$ cat config.mk
export PLATFORM = sky130hd
export DESIGN_NAME = approx_booth_mult_seq
export DESIGN_NICKNAME = d
export VERILOG_FILES = /design/src/rtl/approx_booth_pkg.sv /design/src/rtl/booth_pp_gen.sv /design/src/rtl/approx_booth_mult_seq.sv
export SDC_FILE = /design/constraint.sdc
export NUM_CORES = 1
export LEC_CHECK = 0
export ABC_AREA = 1
export CAP_MARGIN = 25
export CORE_UTILIZATION = 50
export CTS_BUF_LIST = sky130_fd_sc_hd__clkbuf_2 sky130_fd_sc_hd__clkbuf_4 sky130_fd_sc_hd__clkbuf_8
export DETAILED_ROUTE_END_ITERATION = 8
export PLACE_DENSITY = 0.7
export SETUP_SLACK_MARGIN = 0.02
export SLEW_MARGIN = 15
export SYNTH_ARGS = -nofsm -noshare
export SYNTH_HDL_FRONTEND = slang
export SYNTH_HIERARCHICAL = 1
export SYNTH_SLANG_ARGS = --single-unit
$ cat constraint.sdc
create_clock -name clk -period 4.5 [get_ports clk]
set_input_delay 1.35 -clock clk [delete_from_list [all_inputs] [get_ports clk]]
set_output_delay 1.35 -clock clk [all_outputs]
set_load 0.01 [all_outputs]
$ cat src/rtl/approx_booth_pkg.sv
// Shared types and Booth recoding tables for the sequential approximate Booth multiplier.
// Holds no logic; booth_sel maps a 3-bit recoding group to a partial-product selection.
package approx_booth_pkg;

    localparam logic MODE_EXACT  = 1'b0;
    localparam logic MODE_APPROX = 1'b1;

    typedef enum logic [2:0] {
        PP_ZERO,
        PP_POS1,
        PP_POS2,
        PP_NEG1,
        PP_NEG2
    } pp_sel_t;

    typedef enum logic [1:0] {
        ST_IDLE,
        ST_BUSY,
        ST_DONE
    } state_t;

    function automatic pp_sel_t booth_sel(input logic [2:0] group, input logic mode);
        pp_sel_t sel;
        sel = PP_ZERO;
        if (mode == MODE_EXACT) begin
            case (group)
                3'b001, 3'b010: sel = PP_POS1;
                3'b011:         sel = PP_POS2;
                3'b100:         sel = PP_NEG2;
                3'b101, 3'b110: sel = PP_NEG1;
                default:        sel = PP_ZERO;
            endcase
        end else begin
            // Approximate table trades sign handling on 011/100/101 for a simpler selector
            case (group)
                3'b001, 3'b010, 3'b011: sel = PP_POS1;
                3'b100:                 sel = PP_POS2;
                3'b101:                 sel = PP_NEG2;
                3'b110:                 sel = PP_NEG1;
                default:                sel = PP_ZERO;
            endcase
        end
        return sel;
    endfunction

endpackage

$ cat src/rtl/booth_pp_gen.sv
// One Booth partial product: select, sign-extend, shift by 2*idx and clear the low vbl bits.
// Purely combinational, zero latency, no flow control.
module booth_pp_gen
    import approx_booth_pkg::*;
#(
    parameter int WL  = 16,
    parameter int VBW = $clog2(2*WL+1),
    parameter int IW  = $clog2(WL/2+1)
) (
    input  logic [2:0]      group_i,
    input  logic            mode_i,
    input  logic [WL-1:0]   y_i,
    input  logic [IW-1:0]   idx_i,
    input  logic [VBW-1:0]  vbl_i,
    output logic [2*WL-1:0] pp_o
);

    logic [2*WL-1:0] ys;
    logic [2*WL-1:0] base;

    always_comb begin
        ys   = {{WL{y_i[WL-1]}}, y_i};
        base = '0;
        case (booth_sel(group_i, mode_i))
            PP_POS1: base = ys;
            PP_POS2: base = ys << 1;
            PP_NEG1: base = -ys;
            PP_NEG2: base = -(ys << 1);
            default: base = '0;
        endcase
        // A shift of vbl >= 2*WL leaves an all-zero mask, so the whole pp vanishes
        pp_o = (base << {idx_i, 1'b0}) & ({(2*WL){1'b1}} << vbl_i);
    end

endmodule

$ cat src/rtl/approx_booth_mult_seq.sv
// Iterative radix-4 Booth multiplier (exact/approximate, runtime LSB truncation), PPC groups per cycle.
// Result valid WL/(2*PPC) edges after accept; holds result in DONE until out_ready, in_ready only in IDLE.
module approx_booth_mult_seq
    import approx_booth_pkg::*;
#(
    parameter int WL  = 16,
    parameter int PPC = 1,
    parameter int VBW = $clog2(2*WL+1)
) (
    input  logic            clk,
    input  logic            rst,
    input  logic            in_valid,
    output logic            in_ready,
    input  logic [WL-1:0]   x,
    input  logic [WL-1:0]   y,
    input  logic            mode,
    input  logic [VBW-1:0]  vbl,
    output logic            out_valid,
    input  logic            out_ready,
    output logic [2*WL-1:0] out,
    output logic            out_mode
);

    localparam int NG = WL / 2;
    localparam int CW = $clog2(NG + 1);
    localparam logic [CW-1:0] PPC_C  = CW'(PPC);
    localparam logic [CW-1:0] LAST_C = CW'(NG - PPC);

    state_t          state_q, state_d;
    logic [WL:0]     xe_q, xe_d;
    logic [WL-1:0]   y_q, y_d;
    logic            mode_q, mode_d;
    logic [VBW-1:0]  vbl_q, vbl_d;
    logic [2*WL-1:0] acc_q, acc_d;
    logic [CW-1:0]   cnt_q, cnt_d;
    logic [2*WL-1:0] out_q, out_d;
    logic            out_mode_q, out_mode_d;

    logic [2*WL-1:0] pp_w [PPC];
    logic [2*WL-1:0] pp_sum;

    // xe_q carries x with the implicit x[-1]=0 appended, so group i is xe_q[2i+2:2i]
    for (genvar j = 0; j < PPC; j++) begin : g_pp
        logic [CW-1:0] gidx;
        logic [2:0]    grp;

        assign gidx = cnt_q + CW'(j);
        assign grp  = 3'(xe_q >> {gidx, 1'b0});

        booth_pp_gen #(
            .WL  (WL),
            .VBW (VBW),
            .IW  (CW)
        ) u_pp_gen (
            .group_i (grp),
            .mode_i  (mode_q),
            .y_i     (y_q),
            .idx_i   (gidx),
            .vbl_i   (vbl_q),
            .pp_o    (pp_w[j])
        );
    end

    always_comb begin
        pp_sum = acc_q;
        for (int j = 0; j < PPC; j++) begin
            pp_sum = pp_sum + pp_w[j];
        end
    end

    always_comb begin
        state_d    = state_q;
        xe_d       = xe_q;
        y_d        = y_q;
        mode_d     = mode_q;
        vbl_d      = vbl_q;
        acc_d      = acc_q;
        cnt_d      = cnt_q;
        out_d      = out_q;
        out_mode_d = out_mode_q;
        case (state_q)
            ST_IDLE: begin
                if (in_valid) begin
                    xe_d    = {x, 1'b0};
                    y_d     = y;
                    mode_d  = mode;
                    vbl_d   = vbl;
                    acc_d   = '0;
                    cnt_d   = '0;
                    state_d = ST_BUSY;
                end
            end
            ST_BUSY: begin
                acc_d = pp_sum;
                cnt_d = cnt_q + PPC_C;
                if (cnt_q == LAST_C) begin
                    out_d      = pp_sum;
                    out_mode_d = mode_q;
                    state_d    = ST_DONE;
                end
            end
            ST_DONE: begin
                if (out_ready) begin
                    state_d = ST_IDLE;
                end
            end
            default: state_d = ST_IDLE;
        endcase
    end

    always_ff @(posedge clk) begin
        if (rst) begin
            state_q    <= ST_IDLE;
            xe_q       <= '0;
            y_q        <= '0;
            mode_q     <= 1'b0;
            vbl_q      <= '0;
            acc_q      <= '0;
            cnt_q      <= '0;
            out_q      <= '0;
            out_mode_q <= 1'b0;
        end else begin
            state_q    <= state_d;
            xe_q       <= xe_d;
            y_q        <= y_d;
            mode_q     <= mode_d;
            vbl_q      <= vbl_d;
            acc_q      <= acc_d;
            cnt_q      <= cnt_d;
            out_q      <= out_d;
            out_mode_q <= out_mode_d;
        end
    end

    assign in_ready  = (state_q == ST_IDLE);
    assign out_valid = (state_q == ST_DONE);
    assign out       = out_q;
    assign out_mode  = out_mode_q;

endmodule
==> impl_metrics.tcl, run 1 <==
set metrics [dict create \
    wl_per_cell_um 15.0 \
    drv_slew 0 \
    nNetsFinal 1771 \
    cts_hold_buf 0 \
    p_per_area_nw_per_um2 281 \
    cp_slowest_stage_delay_ps 360 \
    ys_types 51 \
    period_needed_ps 4250 \
    grt_pass1_vias 8886 \
    grt_pass1_wl_um 45100 \
    wl_um 29000 \
    drtIter0Drc 889 \
    antenna_found_initial 0 \
    cts_buffer_depth 2 \
    initial_core_util_pct 51.3 \
    crit_fanout 14 \
    cp.required_ps 4830 \
    start_kind "register" \
    skew_ps 25.8 \
    rsz0062_at_grt "true" \
    gr-total-overflow 0 \
    p_leak_nw 5.41 \
    port_buffers 77 \
    clk_pin_slew_ps 140 \
    dpl.hpwl_um 22600 \
    fill_cells 1871 \
    setup_viol 0 \
    yosysSeqAreaShare_pct 23.8 \
    ys_warn_count 6 \
    crit_arrival_ps 4580 \
    slew_headroom_pct 50.6 \
    min_path_type "reg -> reg" \
    stdcell_area_um2 10900 \
    r2r_slack_ps 250 \
    crit_slowest_cell "dfxtp_2" \
    peakVddDrop_mv 0.198 \
    core_um2 18000 \
    area_growth_pct 17.3 \
    cts_tree "yes" \
    clock-sinks 110 \
    cp_common_cell "nand2_1" \
    dieHeight_um 138 \
    syn_avg_cell_area_um2 5.64 \
    hold_viol 0 \
    fin_cells 1927 \
    std_cell_rows 49 \
    gp_congestion 1.00 \
    endpoint_kind "register" \
    vias 10200 \
    cts_max_level 3 \
    clkLatencyLatePin_ps 420 \
    critPathKind "reg -> reg" \
    layout_common_cells "nand2_1, inv_1, nor2_1, nand3_1, dfxtp_1" \
    io_pins 78 \
    clock.fmax_ghz 0.235 \
    syn_area_um2 9250 \
    drc 0 \
    viasPerCell 5.27 \
    dieArea_um2 19000 \
    fin_crit_sh_pct 94.4 \
    final_common_cell "nand2_1" \
    cts_buffers 9 \
    dp_cells 1909 \
    diodes 0 \
    drtPass1Iterations 5 \
    ys_ff_latch 110 \
    postSynth.asyncResetShare_pct 0 \
    ant_nets 0 \
    cap_violations 0 \
    clockRootBuffer "clkbuf_8" \
    grtUsageTotal_pct 30.7 \
    synth_edf_count 0 \
    grt_max_degree 56 \
    tightest_slew_ps 740 \
    syn-num-nets 1716 \
    status "finished, final reports clean" \
    ys.flop_type "dfxtp_1" \
    syn-instance-count 1638 \
    layout-drive-gt1-share_pct 11.4 \
    dpl-instance-area_um2 10200 \
    die_x_um 138 \
]
==> logic make-up after synthesis <==
| kind of cell | after synthesis | synth area share, % |
|---|---|---|
| buf+inv | 287 | 12.5 |
| compound gates | 193 | 11.2 |
| fa+ha+maj | 35 | 4.82 |
| simple gates | 996 | 46.0 |
| xor+xnor | 17 | 1.69 |
| flops | 110 | 23.8 |
==> timing repair <==
action                     in CTS  in global routing
buffers inserted                0                  1
resized for setup               0                 94
setup endpoints to repair       0                 52
==> per-layer routing <==
metal  global-route usage [%]  vias up  routed length (um)
met2                     47.0      300               12400
met1                     44.4     4580               14100
li1                         -     5241                   -
met4                     7.55        0                 470
met5                        0        -                   0
met3                     5.04       34                2020
==> layout make-up <==
cell class                 instances  area, um2  share of cell area [%]
clock buffer                       9        124                    1.14
tap                              229        287                    2.64
multi-input combinational       1242       6320                    58.3
inverter                         231        872                    8.04
clock inverter                     7       96.3                   0.888
sequential                       110       2200                    20.3
timing repair buffer              99        946                    8.72
==> critical path, delay by kind of cell (launching register included) <==
| family | cells | cell delay (ps) |
|---|---|---|
| fa+ha+maj | 1 | 350 |
| buf+inv | 6 | 500 |
| flops | 1 | 360 |
| simple gates | 22 | 1990 |
| compound gates | 7 | 950 |
==> metrics by stage <==
step / power (mW) / utilization, % / setup slack (ps) / setup TNS, ps / hold WS (ps)
after floorplan: 1.92 / - / 711 / 0 / 442
after global placement: 2.23 / 56.5 / 169 / 0 / 451
after detailed placement: 2.24 / 56.5 / 123 / 0 / 454
after CTS: 2.92 / 57.8 / 55.8 / 0 / 474
after global routing: 3.24 / 60.2 / -13.5 / -14.6 / 491
final: 3.05 / 60.2 / 253 / 0 / 469
==> registers in the layout, summed over array words and instances, names as in the netlist <==
signal    flops
y_q          16
out_mode      1
state_q       2
cnt_q         4
vbl_q         6
mode_q        1
acc_q        32
xe_q         16
out          32
==> synth_stat cells, types with 3 or more instances <==
| cell | number | area, um2 |
|---|---|---|
| nand2_1 | 596 | 2240 |
| nor3_1 | 9 | 45.0 |
| a211oi_1 | 6 | 45.0 |
| inv_1 | 214 | 803 |
| nand4_1 | 14 | 87.6 |
| buf_2 | 22 | 110 |
| o21ai_0 | 33 | 165 |
| a21oi_2 | 4 | 35.0 |
| clkbuf_1 | 25 | 93.8 |
| o21ai_2 | 3 | 26.3 |
| nand3_2 | 14 | 140 |
| nand3_1 | 128 | 641 |
| nand3b_1 | 6 | 45.0 |
| nand2_2 | 16 | 100 |
| xor2_1 | 14 | 123 |
| dfxtp_1 | 110 | 2200 |
| nor2_2 | 8 | 50.1 |
| and2_1 | 4 | 25.0 |
| buf_4 | 4 | 30.0 |
| o21ai_1 | 17 | 85.1 |
| a21oi_1 | 117 | 586 |
| nor2_1 | 186 | 698 |
| a31oi_1 | 4 | 25.0 |
| inv_2 | 15 | 56.3 |
| nand2_4 | 4 | 45.0 |
| ha_1 | 34 | 425 |
==> final timing paths <==
kind,cells after the start,startpoint,to
worst max register to register,36,cnt_q[0]$_SDFFE_PP0P_,out[29]$_SDFFE_PP0P_
worst min register to register,2,xe_q[13]$_SDFFE_PP0P_,xe_q[13]$_SDFFE_PP0P_
worst max-delay path,36,cnt_q[0]$_SDFFE_PP0P_,out[29]$_SDFFE_PP0P_
worst min-delay path,2,xe_q[13]$_SDFFE_PP0P_,xe_q[13]$_SDFFE_PP0P_
==> where the power goes <==
part | switching (mW) | total, mW | leakage, nW | internal (mW)
Clock | 0.445 | 0.684 | 0.110 | 0.239
Combinational | 0.836 | 1.30 | 4.40 | 0.461
Sequential | 0.0514 | 1.07 | 0.895 | 1.02
Total | 1.33 | 3.05 | 5.41 | 1.72
(Power assumes the default switching activity.)
==> run 2, diff against run 1 <==
Settings changed: GPL_TIMING_DRIVEN set to 1, SETUP_SLACK_MARGIN 0.02 to unset.
==> impl_metrics.tcl, run 2 (synthesis gave the netlist of run 1 again) <==
set metrics [dict create \
    drv_slew 0 \
    setup_viol 0 \
    start_kind "register" \
    hold_viol 0 \
    nNetsFinal 1771 \
    wl_um 29000 \
    crit_slowest_cell "dfxtp_2" \
    period_needed_ps 4270 \
    grt_max_degree 56 \
    area_growth_pct 16.7 \
    p_leak_nw 5.41 \
    tightest_slew_ps 736 \
    dp_cells 1909 \
    clock.fmax_ghz 0.234 \
    fin_crit_sh_pct 94.9 \
    port_buffers 77 \
    initial_core_util_pct 51.3 \
    min_path_type "reg -> reg" \
    cts_tree "yes" \
    clk_pin_slew_ps 140 \
    drtPass1Iterations 8 \
    drtIter0Drc 854 \
    diodes 0 \
    final_common_cell "nand2_1" \
    whs_ps 469 \
    peakVddDrop_mv 0.198 \
    std_cell_rows 49 \
    wl_per_cell_um 15.1 \
    post-route-util_pct 59.9 \
    endpoint_kind "register" \
    viasPerCell 5.32 \
    status "finished, final reports clean" \
    slew_headroom_pct 50.9 \
    layout-drive-gt1-share_pct 10.8 \
    cp.required_ps 4850 \
    drc 0 \
    antenna_found_initial 0 \
    rsz0062_at_grt "true" \
    crit_arrival_ps 4610 \
    cts_buffers 9 \
    p_per_area_nw_per_um2 281 \
    fin_cells 1927 \
    cap_violations 0 \
    cts_buffer_depth 2 \
    gr-total-overflow 0 \
    grt_pass1_vias 8886 \
    min_path_cells 2 \
    critPathKind "reg -> reg" \
    clkLatencyLatePin_ps 430 \
    clockRootBuffer "clkbuf_8" \
    grtUsageTotal_pct 30.7 \
    cts_hold_buf 0 \
    finalPower_mw 3.04 \
    grt_pass1_wl_um 45100 \
    layout_common_cells "nand2_1, inv_1, nor2_1, nand3_1, dfxtp_1" \
    vias 10200 \
    dieHeight_um 138 \
    dieArea_um2 19000 \
    crit_fanout 13 \
    io_pins 78 \
    die_x_um 138 \
    core_um2 18000 \
    gp_congestion 1.00 \
    reg2reg_depth 31 \
    cp_slowest_stage_delay_ps 360 \
    cts_max_level 3 \
    ant_nets 0 \
    skew_ps 27.5 \
    clock-sinks 110 \
    cp_common_cell "nand2_1" \
    dpl.hpwl_um 22600 \
]
run 2: cell count changes in the layout (fill, tap and decap cells not counted):
cell     change
ha_1         +2
nand2_4      +2
ha_4         -1
nor2_2       -2
a21oi_2      -1
a21oi_1      +1
nand3_2      -4
nor2_1       +2
nand3_1      +4
nand2_8      -2
ha_2         -1
run 2: cell type report:
cell class / count / area [um2]
Clock buffer: 9 / 124
Clock inverter: 7 / 96.3
Fill cell: 1875 / 7240
Inverter: 231 / 872
Timing Repair Buffer: 99 / 946
Multi-Input combinational cell: 1242 / 6260
Tap cell: 229 / 287
Sequential cell: 110 / 2200
run 2: worst max-delay path, delay by kind of cell (launching register included):
kind,cells,cell delay (ps)
AND/OR/NAND/NOR,15,1550
AO/OA/AOI/OAI,7,910
buffers and inverters,7,710
flip-flops,1,360
XOR/XNOR,1,330
adder cells (fa/ha/maj),1,320
run 2: per-stage QoR:
stage	worst slack, ps	cell area (um2)	TNS [ps]
6_report	232	10800	0
5_1_grt	-28.1	10800	-108
4_1_cts	55.8	10400	0
3_5_place_dp	123	10200	0
3_3_place_gp	169	10200	0
2_1_floorplan	711	9250	0
run 2: final timing paths:
check | from | endpoint | slack (ps)
worst max-delay path | cnt_q[0]$_SDFFE_PP0P_ | acc_q[12]$_SDFFE_PP0P_ | 230
worst min-delay path | xe_q[13]$_SDFFE_PP0P_ | xe_q[13]$_SDFFE_PP0P_ | 470
worst max register to register | cnt_q[0]$_SDFFE_PP0P_ | acc_q[12]$_SDFFE_PP0P_ | 230
worst min register to register | xe_q[13]$_SDFFE_PP0P_ | xe_q[13]$_SDFFE_PP0P_ | 470
run 2: layer usage:
layer	global-route usage [%]	share of wire, %
met1	44.4	49
met3	5.04	7.1
met4	7.55	1.6
met2	47.0	43
met5	0	0
run 2: what timing repair did:
| action | in CTS | in global routing |
|---|---|---|
| resized for setup | 0 | 83 |
| hold endpoints to repair | 0 | 0 |
| setup endpoints to repair | 0 | 51 |
| setup buffers | 0 | 1 |
run 2: power breakdown:
group | switching, mW | internal (mW)
combinational | 0.830 | 0.454
clock | 0.444 | 0.239
sequential | 0.0509 | 1.02
